**config.mk**
```make
export PLATFORM = sky130hd
export DESIGN_NAME = dispatch_controller_flat
export DESIGN_NICKNAME = d
export VERILOG_FILES = /design/src/rtl/dispatch_controller_if.sv /design/src/rtl/dispatch_controller.sv /design/src/flat_wrapper.sv
export SDC_FILE = /design/constraint.sdc
export NUM_CORES = 1
export LEC_CHECK = 0
export BUFFER_PORTS_ARGS = -buffer_cell sky130_fd_sc_hd__buf_2
export CORE_ASPECT_RATIO = 2
export CORE_MARGIN = 2
export CORE_UTILIZATION = 48
export CTS_CLUSTER_DIAMETER = 50
export CTS_CLUSTER_SIZE = 24
export DETAILED_ROUTE_END_ITERATION = 16
export PLACE_DENSITY = 0.82
export SYNTH_ARGS = -nofsm -noshare
export SYNTH_HDL_FRONTEND = slang
export SYNTH_SLANG_ARGS = --single-unit
```
**constraint.sdc**
```tcl
create_clock -name clk -period 2.5 [get_ports clk]
set_clock_uncertainty 0.05 [all_clocks]
set_input_delay 0.625 -clock clk [delete_from_list [all_inputs] [get_ports clk]]
set_output_delay 0.625 -clock clk [all_outputs]
set_load 0.005 [all_outputs]
```
**src/rtl/dispatch_controller_if.sv**
```systemverilog
// dispatch_controller_if
//   Decoder/back-end handshake bundle for the dispatch controller.
//   master : decoder / release sources (drives the decode controls, releases, commit, flush)
//   slave  : dispatch_controller (drives accept/stall, write enables, ROB tag, free counts, creditErr)
//   ROB_DEPTH sizes robTag and robFree. It must match the controller's ROB_DEPTH.
interface dispatch_controller_if #(
    parameter int ROB_DEPTH = 8
);
    localparam int RW = $clog2(ROB_DEPTH);

    logic          instrValid;
    logic          stationRequest;
    logic [1:0]    RSstation;
    logic          robWrite;
    logic          aluRelease;
    logic          brRelease;
    logic          robCommit;
    logic          flush;

    logic          instrAccept;
    logic          stall;
    logic          aluRSWrite;
    logic          brRSWrite;
    logic          robAlloc;
    logic [RW-1:0] robTag;
    logic [3:0]    aluFree;
    logic [3:0]    brFree;
    logic [RW:0]   robFree;
    logic          creditErr;

    modport master (
        output instrValid, stationRequest, RSstation, robWrite,
               aluRelease, brRelease, robCommit, flush,
        input  instrAccept, stall, aluRSWrite, brRSWrite, robAlloc,
               robTag, aluFree, brFree, robFree, creditErr
    );

    modport slave (
        input  instrValid, stationRequest, RSstation, robWrite,
               aluRelease, brRelease, robCommit, flush,
        output instrAccept, stall, aluRSWrite, brRSWrite, robAlloc,
               robTag, aluFree, brFree, robFree, creditErr
    );
endinterface

```
**src/rtl/dispatch_controller.sv**
```systemverilog
// dispatch_controller
//   Credit-based dispatch scheduler. It dispatches one decoded instruction per
//   cycle when its target reservation station (ALU or branch) and a ROB slot
//   are free, and stalls otherwise. A flush empties every resource through a
//   one-cycle RECOVER state.
//   clk    : clock, rising edge
//   resetN : asynchronous active-low reset
//   dif    : dispatch_controller_if.slave. Decode controls, releases, commit
//            and flush come in. Accept, stall, write enables, robTag, free
//            counts and the sticky creditErr go out.
module dispatch_controller #(
    parameter int ALU_RS_DEPTH = 4,
    parameter int BR_RS_DEPTH  = 4,
    parameter int ROB_DEPTH    = 8
) (
    input  logic                  clk,
    input  logic                  resetN,
    dispatch_controller_if.slave  dif
);
    localparam int RW = $clog2(ROB_DEPTH);
    localparam logic [3:0]  ALU_FULL = 4'(ALU_RS_DEPTH);
    localparam logic [3:0]  BR_FULL  = 4'(BR_RS_DEPTH);
    localparam logic [RW:0] ROB_FULL = (RW+1)'(ROB_DEPTH);

    typedef enum logic {RUN = 1'b0, RECOVER = 1'b1} state_t;

    state_t        state_q, state_d;
    logic [3:0]    alu_free_q, alu_free_d;
    logic [3:0]    br_free_q, br_free_d;
    logic [RW:0]   rob_free_q, rob_free_d;
    logic [RW-1:0] head_q, head_d;
    logic [RW-1:0] tail_q, tail_d;
    logic          cerr_q, cerr_d;

    logic dispatch_en;
    logic need_alu, need_br, need_rob, accept;
    logic alu_rel_ok, br_rel_ok, commit_ok, rel_err;

    // FSM: state register
    always_ff @(posedge clk or negedge resetN) begin
        if (!resetN) state_q <= RUN;
        else         state_q <= state_d;
    end

    // FSM: next state. A flush seen in either state (re)enters RECOVER.
    always_comb begin
        state_d = state_q;
        case (state_q)
            RUN:     if (dif.flush) state_d = RECOVER;
            RECOVER: state_d = dif.flush ? RECOVER : RUN;
            default: state_d = RUN;
        endcase
    end

    // FSM: output. Dispatch and credit updates happen only in RUN with no flush.
    always_comb begin
        dispatch_en = (state_q == RUN) && !dif.flush;
    end

    // Dispatch decision uses registered counts only. Releases help next cycle.
    always_comb begin
        need_alu = dif.stationRequest && (dif.RSstation == 2'b00);
        need_br  = dif.stationRequest && (dif.RSstation == 2'b01);
        need_rob = dif.robWrite;
        accept   = dif.instrValid && dispatch_en &&
                   (!need_alu || (alu_free_q != '0)) &&
                   (!need_br  || (br_free_q  != '0)) &&
                   (!need_rob || (rob_free_q != '0));
    end

    assign dif.instrAccept = accept;
    assign dif.stall       = dif.instrValid && !accept;
    assign dif.aluRSWrite  = accept && need_alu;
    assign dif.brRSWrite   = accept && need_br;
    assign dif.robAlloc    = accept && need_rob;
    assign dif.robTag      = tail_q;
    assign dif.aluFree     = alu_free_q;
    assign dif.brFree      = br_free_q;
    assign dif.robFree     = rob_free_q;
    assign dif.creditErr   = cerr_q;

    // A release or commit against an already-full counter is dropped and
    // flagged. This keeps the counters bounded even if the back end misbehaves.
    always_comb begin
        alu_rel_ok = dif.aluRelease && (alu_free_q != ALU_FULL);
        br_rel_ok  = dif.brRelease  && (br_free_q  != BR_FULL);
        commit_ok  = dif.robCommit  && (rob_free_q != ROB_FULL);
        rel_err    = (dif.aluRelease && (alu_free_q == ALU_FULL)) ||
                     (dif.brRelease  && (br_free_q  == BR_FULL))  ||
                     (dif.robCommit  && (rob_free_q == ROB_FULL));
    end

    always_comb begin
        alu_free_d = alu_free_q;
        br_free_d  = br_free_q;
        rob_free_d = rob_free_q;
        head_d     = head_q;
        tail_d     = tail_q;
        cerr_d     = cerr_q;
        if (!dispatch_en) begin
            // Flush cycle or RECOVER: all in-flight work is squashed, so every
            // resource is free again. The ROB restarts at the retire point.
            alu_free_d = ALU_FULL;
            br_free_d  = BR_FULL;
            rob_free_d = ROB_FULL;
            tail_d     = head_q;
        end else begin
            alu_free_d = alu_free_q + 4'(alu_rel_ok) - 4'(dif.aluRSWrite);
            br_free_d  = br_free_q  + 4'(br_rel_ok)  - 4'(dif.brRSWrite);
            rob_free_d = rob_free_q + (RW+1)'(commit_ok) - (RW+1)'(dif.robAlloc);
            // ROB_DEPTH is a power of two, so the pointers wrap by overflow.
            head_d     = head_q + RW'(commit_ok);
            tail_d     = tail_q + RW'(dif.robAlloc);
            cerr_d     = cerr_q || rel_err;
        end
    end

    always_ff @(posedge clk or negedge resetN) begin
        if (!resetN) begin
            alu_free_q <= ALU_FULL;
            br_free_q  <= BR_FULL;
            rob_free_q <= ROB_FULL;
            head_q     <= '0;
            tail_q     <= '0;
            cerr_q     <= 1'b0;
        end else begin
            alu_free_q <= alu_free_d;
            br_free_q  <= br_free_d;
            rob_free_q <= rob_free_d;
            head_q     <= head_d;
            tail_q     <= tail_d;
            cerr_q     <= cerr_d;
        end
    end
endmodule

```
**src/flat_wrapper.sv**
```systemverilog
// flat-port wrapper written by rule: the top's interface ports become plain ports
module dispatch_controller_flat 
#(
    parameter int ALU_RS_DEPTH = 4,
    parameter int BR_RS_DEPTH  = 4,
    parameter int ROB_DEPTH    = 8
)
  (clk, resetN, dif_instrValid, dif_stationRequest, dif_RSstation, dif_robWrite, dif_aluRelease, dif_brRelease, dif_robCommit, dif_flush, dif_instrAccept, dif_stall, dif_aluRSWrite, dif_brRSWrite, dif_robAlloc, dif_robTag, dif_aluFree, dif_brFree, dif_robFree, dif_creditErr);
  dispatch_controller_if #(.ROB_DEPTH(ROB_DEPTH)) dif_i ();
  input  logic clk;
  input  logic resetN;
  input wire logic [$bits(dif_i.instrValid)-1:0] dif_instrValid;
  input wire logic [$bits(dif_i.stationRequest)-1:0] dif_stationRequest;
  input wire logic [$bits(dif_i.RSstation)-1:0] dif_RSstation;
  input wire logic [$bits(dif_i.robWrite)-1:0] dif_robWrite;
  input wire logic [$bits(dif_i.aluRelease)-1:0] dif_aluRelease;
  input wire logic [$bits(dif_i.brRelease)-1:0] dif_brRelease;
  input wire logic [$bits(dif_i.robCommit)-1:0] dif_robCommit;
  input wire logic [$bits(dif_i.flush)-1:0] dif_flush;
  output wire logic [$bits(dif_i.instrAccept)-1:0] dif_instrAccept;
  output wire logic [$bits(dif_i.stall)-1:0] dif_stall;
  output wire logic [$bits(dif_i.aluRSWrite)-1:0] dif_aluRSWrite;
  output wire logic [$bits(dif_i.brRSWrite)-1:0] dif_brRSWrite;
  output wire logic [$bits(dif_i.robAlloc)-1:0] dif_robAlloc;
  output wire logic [$bits(dif_i.robTag)-1:0] dif_robTag;
  output wire logic [$bits(dif_i.aluFree)-1:0] dif_aluFree;
  output wire logic [$bits(dif_i.brFree)-1:0] dif_brFree;
  output wire logic [$bits(dif_i.robFree)-1:0] dif_robFree;
  output wire logic [$bits(dif_i.creditErr)-1:0] dif_creditErr;
  assign dif_i.instrValid = dif_instrValid;
  assign dif_i.stationRequest = dif_stationRequest;
  assign dif_i.RSstation = dif_RSstation;
  assign dif_i.robWrite = dif_robWrite;
  assign dif_i.aluRelease = dif_aluRelease;
  assign dif_i.brRelease = dif_brRelease;
  assign dif_i.robCommit = dif_robCommit;
  assign dif_i.flush = dif_flush;
  assign dif_instrAccept = dif_i.instrAccept;
  assign dif_stall = dif_i.stall;
  assign dif_aluRSWrite = dif_i.aluRSWrite;
  assign dif_brRSWrite = dif_i.brRSWrite;
  assign dif_robAlloc = dif_i.robAlloc;
  assign dif_robTag = dif_i.robTag;
  assign dif_aluFree = dif_i.aluFree;
  assign dif_brFree = dif_i.brFree;
  assign dif_robFree = dif_i.robFree;
  assign dif_creditErr = dif_i.creditErr;
  dispatch_controller #(.ALU_RS_DEPTH(ALU_RS_DEPTH), .BR_RS_DEPTH(BR_RS_DEPTH), .ROB_DEPTH(ROB_DEPTH)) u_core (.clk(clk), .resetN(resetN), .dif(dif_i));
endmodule
```
; Word level (Yosys, flattened, before mapping)
; Cells that the tools add are included.
[totals]
ff_bits = 20
in_bits = 11
out_inout_bits = 21
elab_cells = 60
[op_classes]
n_addsub = 8
n_eq_ne = 7
n_mux = 5
bitwise_logic = 1
reduce_logical = 32
[ops]
columns = operator, count
row1 = 1-bit logical AND, 17
row2 = 4-bit by 1-bit adder with 4-bit output, 3
row3 = 4-bit two-way mux, 3
row4 = 4-bit nonzero test, 3
row5 = 4-bit by 1-bit subtractor with 4-bit output, 3
row6 = 4-bit by 3-bit == test with 1-bit output (second input constant), 2
row7 = 4-bit by 3-bit != test with 1-bit output (second input constant), 2
row8 = 3-bit by 1-bit adder with 3-bit output, 2
row9 = 1-bit logical OR, 6
row10 = 1-bit logical NOT, 5
row11 = 4-bit == test (second input constant), 1
row12 = 4-bit != test (second input constant), 1
row13 = 3-bit two-way mux, 1
row14 = 2-bit by 1-bit == test with 1-bit output (second input constant), 1
row15 = 2-bit logical NOT, 1
row16 = 1-bit two-way mux, 1
row17 = 1-bit inverter, 1

; Logic depth before layout (Yosys ltp)
; Gate-level depths: netlist (run 1).
[depth]
depth_word = 10
ltp_mapped = 11

; Worst setup path before layout (run 1)
; OpenSTA, ideal clock, no wires.
[synth_timing]
path_type = reg-to-reg
startpoint = reg u_core.br_free_q[2], in the netlist u_core.dif.brFree[2]
endpoint = reg u_core.rob_free_q[1], in the netlist u_core.dif.robFree[1]
setup_ns = 0.120
arrival_time_ns = 2.504
required_time_ns = 2.330
slack_ns = -0.174
stages_incl_launch_ff = 11
n_path_buf = 0
period_less_slack_ns = 2.674
path_cell_list = dfstp_2 inv_1 ha_1 nor3b_2 a22o_2 nor3_1 ha_1 inv_1 ha_1 fa_1 and2_2
[synth_between]
elab_chain_cells = 7
[synth_rtl]
columns = element, line
row1 = from (decl), dispatch_controller.sv:29  ; logic [3:0] br_free_q, br_free_d;
row2 = from (signal assigned), dispatch_controller.sv:128  ; br_free_q <= br_free_d;
row3 = 4-bit nonzero test, dispatch_controller.sv:67  ; (!need_br || (br_free_q != '0)) &&
row4 = 1-bit logical OR, dispatch_controller.sv:67
row5 = 1-bit logical AND, dispatch_controller.sv:66  ; (!need_alu || (alu_free_q != '0)) &&
row6 = 1-bit logical AND, dispatch_controller.sv:67
row7 = 1-bit logical AND, dispatch_controller.sv:75  ; assign dif.robAlloc = accept && need_rob;
row8 = via dif_robAlloc, flat_wrapper.sv:24  ; output wire logic [$bits(dif_i.robAlloc)-1:0] dif_robAlloc;
row9 = 4-bit by 1-bit subtractor with 4-bit output, dispatch_controller.sv:110  ; rob_free_d = rob_free_q + (RW+1)'(commit_ok) - (RW+1)'(dif.robAlloc);
row10 = 4-bit two-way mux, dispatch_controller.sv:100  ; if (!dispatch_en) begin
row11 = via u_core.rob_free_d[1], dispatch_controller.sv:30  ; logic [RW:0] rob_free_q, rob_free_d;
row12 = to (signal assigned), dispatch_controller.sv:129  ; rob_free_q <= rob_free_d;
row13 = to (decl), dispatch_controller.sv:30
; The timed path passes the listed nets, and every way through them passes these cells.
; A chain may end at the register's enable or synchronous reset.

; Worst setup path in the final report (run 1)
[layout_timing]
startpoint = reg u_core.br_free_q[2], in the netlist u_core.dif.brFree[2]
endpoint = reg u_core.rob_free_q[1], in the netlist u_core.dif.robFree[1]
[layout_between]
elab_chain_cells = 7
[layout_rtl]
columns = element, line
row1 = 4-bit nonzero test, dispatch_controller.sv:67
row2 = 1-bit logical OR, dispatch_controller.sv:67
row3 = 1-bit logical AND, dispatch_controller.sv:66
row4 = 1-bit logical AND, dispatch_controller.sv:67
row5 = 1-bit logical AND, dispatch_controller.sv:75
row6 = 4-bit by 1-bit subtractor with 4-bit output, dispatch_controller.sv:110
row7 = 4-bit two-way mux, dispatch_controller.sv:100
row8 = via u_core.rob_free_d[1], dispatch_controller.sv:30
; The timed path passes the listed nets, and every way through them passes these cells.

==> metrics.md, run 1 <==
| Metric | Value |
|---|---|
| Failing checks | `setup timing` |
| Final setup fails | `2` |
| Maximum vdd drop | `approximately 0.36 mV` |
| YS warnings | `0` |
| First-pass GRT wire length | `5200 um` |
| Max Clk Rate | `0.399 GHz` |
| Post-Place Cells | `199` |
| Initial Util | `about half` |
| Clock power share | `32.6%` |
| Yosys cell types | `31` |
| Final nets | `218` |
| Status | `finished with violations` |
| Vias after detailed routing | `around 1100` |
| Final Worst Setup Slack | `-8.26 ps` |
| Critical path type | `reg2reg` |
| PD cells | `421 nW/um2` |
| Synth Area per Inst | `10.5 um2` |
| Hold Crit Class | `in2async` |
| Most frequent cells in the layout | `31 x buf_2, 17 x inv_1, 17 x ha_1, 17 x dfrtp_1, 16 x nand2_1` |
| Tcrit/Tclk final | `100%` |
| TritonCTS buffer count | `3` |
| IO Pins | `32` |
| Clk sinks | `20` |
| Most common cell after layout, fill and taps aside | `buf_2` |
| Setup TNS | `-13.2 ps` |
| DR WL/cell | `14.1 um` |
| Max-cap viol count | `0` |
| Combinational share of power | `18.3%` |
| Final-report hold violation count | `0` |
| Sequential share of power | `49.1%` |
| Synth Flop Type | `dfrtp_1` |
| RSZ-0062 raised after global routing | `true` |
| Share of flip-flops with an asynchronous set or reset | `100%` |
| 1st-iter DRT viols | `22` |
| NetSw | `between 200 and 250 uW` |
| # diodes | `0` |
| Synth Net Count | `169` |
| Total grt overflow | `0` |
| DRC | `0` |
| Cells after synthesis | `133` |
| Worst slew margin | `between 60% and 70%` |
| Area Overhead vs Synth | `31.0%` |
| Initial antenna violation count | `0` |
| CTS tree | `built` |
| Die area | `3370 um2` |
| WP data arrival | `roughly 2600 ps` |
| Drt via density | `roughly 5.3` |
| Startpoint Class | `flip-flop` |
| Worst-path maximum fanout | `2` |
| DP HPWL | `2390 um` |
| Clock root cell | `clkbuf_8` |
| Deepest clock path buffer count | `2` |
| Dpl cell area | `between 1500 and 2000 um2` |
| Number of global-route vias before repair | `1125` |
| Measured slew at the worst slew-check pin | `roughly 470 ps` |
| Post-Route WL | `slightly below 3000 um` |
| Fin. max-slew vios | `0` |
| Die width | `42.1 um` |
| Reg2Reg Depth | `10` |
| Fillers | `216` |
| Site Rows | `27` |
| Routed Antenna Nets | `0` |
| Post-Place Setup Slack | `-112 ps` |
| IO buf count | `31` |
| Share of layout cells above drive strength 1 | `43.1%` |
| EDFF count, synth | `0` |
| Tot GR Track Use | `20.1%` |
| Drt first pass iters | `4` |
| Die Ht | `80.2 um` |
| Post-route cell area | `1820 um2` |
| CP Capture Type | `flip-flop` |
| #FFs+latches synth | `20` |
| Core box area | `2770 um2` |
| Clk slew on worst S/H paths | `80 ps` |
| Period minus WS final | `about 2500 ps` |
| Synthesized area | `1390 um2` |
| CP required | `between 2000 and 3000 ps` |
| Htree depth | `1` |
| Static Leak | `roughly 0.00097 uW` |
| Clock Latency Late Sink | `260 ps` |
| Finished Layout Cells | `210` |
| Internal Power | `roughly 560 uW` |
| Routability cong. | `approximately 0.8` |
| Net Sw Frac | `26.6%` |
| Largest net degree at the start of global routing | `21` |
| Sequential share of the synthesized area | `36.2%` |
## metal layers
| layer | wire length (um) | track usage, % | part of all wire, % | vias to the layer above |
|---|---|---|---|---|
| li1 | - | - | - | 537 |
| met4 | 86 | 8.44 | 2.9 | 0 |
| met1 | 1110 | 22.3 | 37 | 530 |
| met5 | 0 | 0 | 0 | - |
| met2 | 1690 | 38.3 | 57 | 29 |
| met3 | 76 | 1.57 | 2.6 | 8 |
## worst paths after layout
check                                                       from                          endpoint  slack, ps
worst max-delay path              u_core.dif.brFree[2]$_DFF_PN1_   u_core.dif.robFree[1]$_DFF_PN0_         -8
worst min-delay path                                      resetN   u_core.dif.aluFree[1]$_DFF_PN0_        260
worst max register to register    u_core.dif.brFree[2]$_DFF_PN1_   u_core.dif.robFree[1]$_DFF_PN0_         -8
worst min register to register  u_core.dif.creditErr$_DFFE_PN0N_  u_core.dif.creditErr$_DFFE_PN0N_        440
max in group asynchronous                                 resetN   u_core.dif.robFree[3]$_DFF_PN1_       1800
min in group clk                u_core.dif.creditErr$_DFFE_PN0N_  u_core.dif.creditErr$_DFFE_PN0N_        440
## kinds of logic (layout without fill, tap and decap cells)
family	Yosys count	in the layout	synth area share [%]
AOI/OAI and AO/OA	17	17	9.70
xor gates and xnor gates	5	5	3.14
adders and majority gates	25	25	24.1
buffers and inverters	22	70	6.74
DFF	20	20	36.2
muxes	3	3	2.16
and+or+nand+nor	41	41	18.0
## cell usage after synthesis, types with 2 or more instances
master    count  area [um2]
nor2_1        5        18.8
nor3b_2       4        50.1
ha_1         22         275
fa_1          3        60.1
and2_1        4        25.0
inv_1        20        75.1
a31oi_1       2        12.5
nand2_1      17        63.8
and2_2        3        22.5
a21o_1        3        22.5
dfstp_2       3        78.8
a21boi_0      2        15.0
o21ai_1       2        10.0
xnor2_1       5        43.8
a21oi_1       3        15.0
or3_1         2        12.5
dfrtp_1      17         425
mux2i_1       3        30.0
## power groups by stage
stage	combinational [uW]	sequential (uW)	clock [uW]
after floorplan	74.3	381	0
final	140	377	251
after global routing	162	381	270
after detailed placement	132	383	0
after global placement	125	380	0
after CTS	138	377	258
## critical path, stage by stage (launching register included)
cell and delay, ps:
dfstp_2 550, inv_2 50, ha_4 150, nor3b_4 150
a22o_4 280, nor3_4 130, ha_1 250, inv_1 60
ha_2 180, fa_1 420, and2_4 150
## final cells by class
| type | count | area, um2 | area share [%] |
|---|---|---|---|
| Multi-Input combinational cell | 91 | 882 | 48.4 |
| Inverter | 20 | 75.1 | 4.12 |
| Tap cell | 29 | 36.3 | 1.99 |
| Timing Repair Buffer | 46 | 272 | 14.9 |
| Sequential cell | 20 | 504 | 27.6 |
| Clock buffer | 4 | 55.1 | 3.02 |
## metrics by stage
| stage | utilization (%) | power (uW) | hold WS (ps) |
|---|---|---|---|
| 3_3_place_gp | 59.1 | 505 | 413 |
| 4_1_cts | 64.2 | 773 | 272 |
| 2_1_floorplan | - | 456 | 279 |
| 3_5_place_dp | 59.1 | 515 | 419 |
| 6_report | 65.9 | 767 | 260 |
| 5_1_grt | 65.9 | 813 | 290 |
## state kept, by name, indices dropped and copies added (netlist names)
| signal | count |
|---|---|
| u_core.dif.creditErr | 1 |
| u_core.dif.robTag | 3 |
| u_core.dif.robFree | 4 |
| u_core.dif.brFree | 4 |
| u_core.state_q | 1 |
| u_core.head_q | 3 |
| u_core.dif.aluFree | 4 |
## repair_timing
action,in CTS,in global routing
setup endpoints to repair,12,12
gates resized for setup,15,6
hold buffers,0,0
pin swaps,5,4
setup buffers,4,3
Note: power is estimated with default switching activity, not from simulation.
==> run 2, diff against run 1 <==
==> constraint.sdc (replaced) <==
create_clock -name clk -period 2.5 [get_ports clk]
set_clock_uncertainty 0.05 [all_clocks]
set_input_delay 0 -clock clk [delete_from_list [all_inputs] [get_ports clk]]
set_output_delay 0 -clock clk [all_outputs]
set_load 0.005 [all_outputs]
==> run 2 against run 1 <==
Effect of this change:
- register-to-register slack worse by 80 ps
- flip-flop and latch count unchanged
- first-iteration DRC count decreased by 23%
- utilization rose by 3.8 points
- critical path type unchanged
- combinational power grew 9%
- the run still ends with setup timing left
==> metrics.md, run 2 (same netlist as run 1, synthesis figures left out) <==
| Metric | Value |
|---|---|
| Final setup fails | `3` |
| Measured slew at the worst slew-check pin | `446 ps` |
| CTS tree | `built` |
| Initial Util | `approximately 50%` |
| Die width | `between 40 and 50 um` |
| Finished Core Util | `69.6%` |
| Drt first pass iters | `4` |
| Fillers | `192` |
| Routability cong. | `0.832` |
| Area taken by multi-input logic gates | `952 um2` |
| Htree depth | `1` |
| Final nets | `220` |
| Clock root cell | `clkbuf_8` |
| Worst slew margin | `between 60% and 70%` |
| Vias after detailed routing | `1141` |
| Critical path type | `reg2reg` |
| Worst path cell trace | `inv_2 > ha_4 > nor3b_4 > a22o_2 > nor3_4 > ha_4 > inv_2 > ha_4 > fa_2 > and2_4` |
| Hold Crit Class | `in2reg` |
| Clock Latency Late Sink | `260 ps` |
| IO Pins | `32` |
| Total power | `848 uW` |
| 1st-iter DRT viols | `17` |
| CP required | `2610 ps` |
| TritonCTS buffer count | `3` |
| PD cells | `440 nW/um2` |
| # diodes | `0` |
| Worst Path Buf+Inv | `2` |
| Total grt overflow | `0` |
| Slowest-stage cell, CP | `dfstp_2` |
| Final-report hold violation count | `0` |
| Largest net degree at the start of global routing | `21` |
| Deepest clock path buffer count | `2` |
| DR WL/cell | `around 16 um` |
| Flop2flop setup slack | `-90 ps` |
| Most common cell after layout, fill and taps aside | `buf_2` |
| Maximum vdd drop | `0.593 mV` |
| Period minus WS final | `2590 ps` |
| Final Worst Setup Slack | `-90.0 ps` |
| Failing checks | `setup timing` |
| Most used cell, CP | `ha_4` |
| Max-cap viol count | `0` |
| Initial antenna violation count | `0` |
| WP data arrival | `~2700 ps` |
| Max incr delay on CP | `550 ps` |
| Area Overhead vs Synth | `38.5%` |
| Static Leak | `0.000965 uW` |
| RSZ-0062 raised after global routing | `true` |
| Number of global-route vias before repair | `1224` |
| Die Ht | `roughly 80 um` |
| Max Clk Rate | `0.386 GHz` |
| Clk slew on worst S/H paths | `80 ps` |
| Startpoint Class | `flip-flop` |
| Worst-path maximum fanout | `2` |
| CP Capture Type | `flip-flop` |
| Top cell family by delay on the critical path | `adder cells` |
| Fin. max-slew vios | `0` |
| Core box area | `~2800 um2` |
| Share of layout cells above drive strength 1 | `47.5%` |
| Die area | `around 3400 um2` |
| IO buf count | `31` |
| Drt via density | `5.38` |
| Most frequent cells in the layout | `31 x buf_2, 17 x dfrtp_1, 16 x nand2_1` |
| Clk sinks | `20` |
| Site Rows | `27` |
| Post-Route WL | `3390 um` |
| Tot GR Track Use | `19.8%` |
| DP HPWL | `~2500 um` |
| Routed Antenna Nets | `0` |
| First-pass GRT wire length | `~5000 um` |
| Register area | `504 um2` |
| DRC | `0` |
| Status | `finished with violations` |
| Tcrit/Tclk final | `104%` |
run 2: cell types whose count changed in the layout (fill, tap and decap cells not counted), moves of 2 or more:
cell	change
ha_2	-2
dlygate4sd3_1	+3
inv_1	-5
ha_1	-4
inv_2	+5
ha_4	+6
run 2: worst paths after layout:
| kind | start | depth (start not counted) | endpoint |
|---|---|---|---|
| worst max-delay path | u_core.dif.brFree[2]$_DFF_PN1_ | 10 | u_core.dif.robFree[1]$_DFF_PN0_ |
| worst min-delay path | dif_aluRelease | 3 | u_core.dif.creditErr$_DFFE_PN0N_ |
| worst max register to register | u_core.dif.brFree[2]$_DFF_PN1_ | 10 | u_core.dif.robFree[1]$_DFF_PN0_ |
| worst min register to register | u_core.head_q[2]$_DFFE_PN0N_ | 1 | u_core.head_q[2]$_DFFE_PN0N_ |
| max in group asynchronous | resetN | 2 | u_core.dif.aluFree[2]$_DFF_PN1_ |
| min in group asynchronous | resetN | 2 | u_core.head_q[1]$_DFFE_PN0N_ |
run 2: layout make-up:
type                            instances  area share (%)
Multi-Input combinational cell         91            49.4
Clock inverter                          1            1.56
Clock buffer                            3            2.14
Inverter                               20            3.89
Timing Repair Buffer                   48            15.0
Tap cell                               29            1.88
Sequential cell                        20            26.1
run 2: what timing repair did:
action                                  in CTS  in global routing
endpoints found under the setup margin       7                  9
buffers inserted                             0                  8
hold buffers                                 3                  0
gates resized for setup                      8                 26
pin swaps                                    4                 18
cloned                                       0                  0
endpoints found under the hold margin       22                  0
run 2: worst register-to-register path, stage by stage, from the launching register on:
cell     delay, ps
dfstp_2        550
inv_2           50
ha_4           150
nor3b_4        150
a22o_2         300
nor3_4         250
ha_4           240
inv_2           60
ha_4           130
fa_2           430
and2_4         140
run 2: per-stage QoR:
stage	TNS, ps	instances	cell area, um2	worst slack, ps	hold slack (ps)
floorplan	-20.0	133	1400	-20.0	-346
global placement	0	197	1620	19.7	-81.2
detailed placement	-133	197	1620	-64.1	-74.1
CTS	-53.2	204	1740	-33.4	13.6
global route	-547	212	1930	-142	56.0
finish	-148	212	1930	-90.0	18.9
run 2: power by group:
| group | total, uW | switching, uW | leakage [uW] | internal (uW) |
|---|---|---|---|---|
| Clock | 318 | 105 | 0.0000357 | 214 |
| Sequential | 377 | 21.5 | 0.000258 | 355 |
| Combinational | 153 | 78.8 | 0.000671 | 74.5 |
| Total | 848 | 205 | 0.000965 | 643 |
run 2: metal layers:
metal	up-vias	part of all wire (%)	track usage [%]	wire [um]
met5	-	0	0	0
met4	0	4.5	12.8	153
met3	14	3.1	3.60	105
met2	39	61	39.2	2060
met1	551	32	17.0	1080
li1	537	-	-	-
==> run 3, diff against run 2 <==
--- a/config.mk
+++ b/config.mk
@@ -7,12 +7,12 @@
 export LEC_CHECK = 0
 export BUFFER_PORTS_ARGS = -buffer_cell sky130_fd_sc_hd__buf_2
 export CORE_ASPECT_RATIO = 2
-export CORE_MARGIN = 2
+export CORE_MARGIN = 3
 export CORE_UTILIZATION = 48
 export CTS_CLUSTER_DIAMETER = 50
 export CTS_CLUSTER_SIZE = 24
 export DETAILED_ROUTE_END_ITERATION = 16
-export PLACE_DENSITY = 0.82
+export PLACE_DENSITY = 0.75
 export SYNTH_ARGS = -nofsm -noshare
 export SYNTH_HDL_FRONTEND = slang
 export SYNTH_SLANG_ARGS = --single-unit
==> run 3 against run 2 <==
Effect of this change:
- the flow still finishes with violations (setup timing)
- clock power increased by 2%
- sequential power about the same
- combinational power about the same
- register-to-register slack improved by 20 ps
- utilization decreased by 0.86 points
- clock-buffer cell count unchanged
- critical path depth unchanged
- first-iteration DRC count increased by 12%
- worst hold slack got worse by 8.8 ps
- final cell count decreased by 1.4%
- global-route usage decreased by 1.6 points
- non-clock buffer count decreased by 3
- critical endpoint unchanged
- highest routed layer unchanged
==> metrics.md, run 3 (same netlist as run 1, synthesis figures left out) <==
| Metric | Value |
|---|---|
| Tcrit/Tclk final | `103%` |
| Startpoint Class | `flip-flop` |
| Die area | `3620 um2` |
| Die Ht | `~82 um` |
| Initial Util | `roughly 50%` |
| Most frequent cells in the layout | `31 x buf_2, 17 x dfrtp_1, 16 x nand2_1` |
| Area Overhead vs Synth | `36.8%` |
| Net Sw Frac | `24.7%` |
| Failing checks | `setup timing` |
| Total grt overflow | `0` |
| # diodes | `0` |
| Most common cell after layout, fill and taps aside | `buf_2` |
| Largest net degree at the start of global routing | `21` |
| 1st-iter DRT viols | `19` |
| CP endpoint | `u_core.dif.robFree[1]$_DFF_PN0_` |
| Worst Path Buf+Inv | `2` |
| Maximum vdd drop | `0.429 mV` |
| Initial antenna violation count | `0` |
| R2R Path Start | `u_core.dif.brFree[2]$_DFF_PN1_` |
| Slowest-stage cell, CP | `dfstp_2` |
| Period minus WS final | `2570 ps` |
| Post-Place Setup Slack | `-40.5 ps` |
| Finished Core Util | `between 60% and 70%` |
| Worst hold slack | `around 10 ps` |
| PD cells | `447 nW/um2` |
| Core box area | `2770 um2` |
| Fin. max-slew vios | `0` |
| Drt first pass iters | `2` |
| Site Rows | `27` |
| Routability cong. | `~0.75` |
| Number of global-route vias before repair | `1107` |
| Routed Antenna Nets | `0` |
| Combinational share of power | `between 10% and 20%` |
| Internal Power | `641 uW` |
| Die width | `approximately 44 um` |
| Clock Latency Late Sink | `260 ps` |
| Final nets | `217` |
| IO buf count | `31` |
| Clock root cell | `clkbuf_8` |
| Sequential share of power | `around 44%` |
| Worst path cell trace | `inv_2 > ha_4 > nor3b_4 > a22o_4 > nor3_4 > ha_4 > inv_2 > ha_4 > fa_2 > and2_4` |
| Hold Crit Class | `in2reg` |
| Vias after detailed routing | `1105` |
| Tot GR Track Use | `18.2%` |
| Flop2flop setup slack | `-70 ps` |
| TritonCTS buffer count | `3` |
| DR WL/cell | `15.5 um` |
| Worst-path maximum fanout | `2` |
| WP data arrival | `2680 ps` |
| RSZ-0062 raised after global routing | `true` |
| Share of layout cells above drive strength 1 | `between 40% and 50%` |
| Clock power share | `a little under two fifths` |
| Max-cap viol count | `0` |
| CP required | `2610 ps` |
| Max Clk Rate | `0.388 GHz` |
| First-pass GRT wire length | `slightly below 5000 um` |
| Final Worst Setup Slack | `-74.3 ps` |
| Clk sinks | `20` |
| Max incr delay on CP | `between 500 and 600 ps` |
| Reg2Reg Depth | `10` |
| R2R Path End | `u_core.dif.robFree[1]$_DFF_PN0_` |
| Top cell family by delay on the critical path | `adder cells` |
| Measured slew at the worst slew-check pin | `445 ps` |
| Static Leak | `0.000971 uW` |
| Status | `finished with violations` |
| Most used cell, CP | `ha_4` |
| Clk slew on worst S/H paths | `80 ps` |
| DRC | `0` |
| Final setup fails | `2` |
| Final-report hold violation count | `0` |
| CP Launch Point | `u_core.dif.brFree[2]$_DFF_PN1_` |
| CTS tree | `built` |
| DP HPWL | `about 2400 um` |
| Hold path start | `dif_aluRelease` |
| IO Pins | `32` |
| NetSw | `210 uW` |
| Worst slew margin | `70.3%` |
| Total power | `851 uW` |
| Deepest clock path buffer count | `2` |
| Drt via density | `5.29` |
| CP Capture Type | `flip-flop` |
| Critical path depth | `10` |
| Htree depth | `1` |
| Critical path type | `reg2reg` |
| Post-Route WL | `3240 um` |
[run 3: changes by cell type in the layout (fill, tap and decap cells not counted), sizes merged]
cell / previous run / this run
buf: 45 / 42
[run 3: worst min-delay path: cells and delay by family]
family | cells | cell delay (ps)
buffers and inverters | 1 | 90
AOI/OAI and AO/OA | 2 | 190
[run 3: worst min-delay path by stage]
stage,end,slack [ps],depth (start not counted)
after floorplan,u_core.dif.aluFree[0]$_DFF_PN0_,-350,0
after global placement,u_core.dif.brFree[0]$_DFF_PN0_,-80,1
after detailed placement,u_core.dif.brFree[0]$_DFF_PN0_,-80,1
after CTS,u_core.dif.creditErr$_DFFE_PN0N_,6,3
after global routing,u_core.dif.creditErr$_DFFE_PN0N_,60,3
final,u_core.dif.creditErr$_DFFE_PN0N_,10,3
[run 3: through the flow]
stage / instances / setup TNS [ps] / instance area (um2)
floorplan: 133 / -20.0 / 1400
detailed placement: 197 / -138 / 1620
finish: 209 / -86.9 / 1910
global route: 209 / -368 / 1910
CTS: 205 / -13.1 / 1750
global placement: 197 / 0 / 1620
[run 3: power by group through the flow]
stage	clock, uW	combinational [uW]	sequential, uW
finish	325	150	377
global route	344	174	381
CTS	331	136	377
detailed placement	0	130	383
global placement	0	125	380
floorplan	0	74.3	381
[run 3: repair_timing]
action                                  in CTS  in global routing
endpoints found under the hold margin       22                  0
hold buffers                                 3                  0
pin swaps                                    5                 20
resized for setup                            8                 29
endpoints found under the setup margin       7                  9
buffers inserted                             1                  4
[run 3: cell type report]
cell class	instances	area [um2]
inverter	20	75.1
tap	29	36.3
sequential	20	504
fill	202	865
clock buffer	3	41.3
clock inverter	1	30.0
multi-input combinational	91	951
timing repair buffer	45	268
[run 3: per-layer routing]
metal	GRT usage [%]	up-vias	wire length [um]
met5	0	-	0
met4	5.44	0	74
met3	2.82	9	111
met2	36.5	27	1940
met1	18.1	537	1120
li1	-	532	-
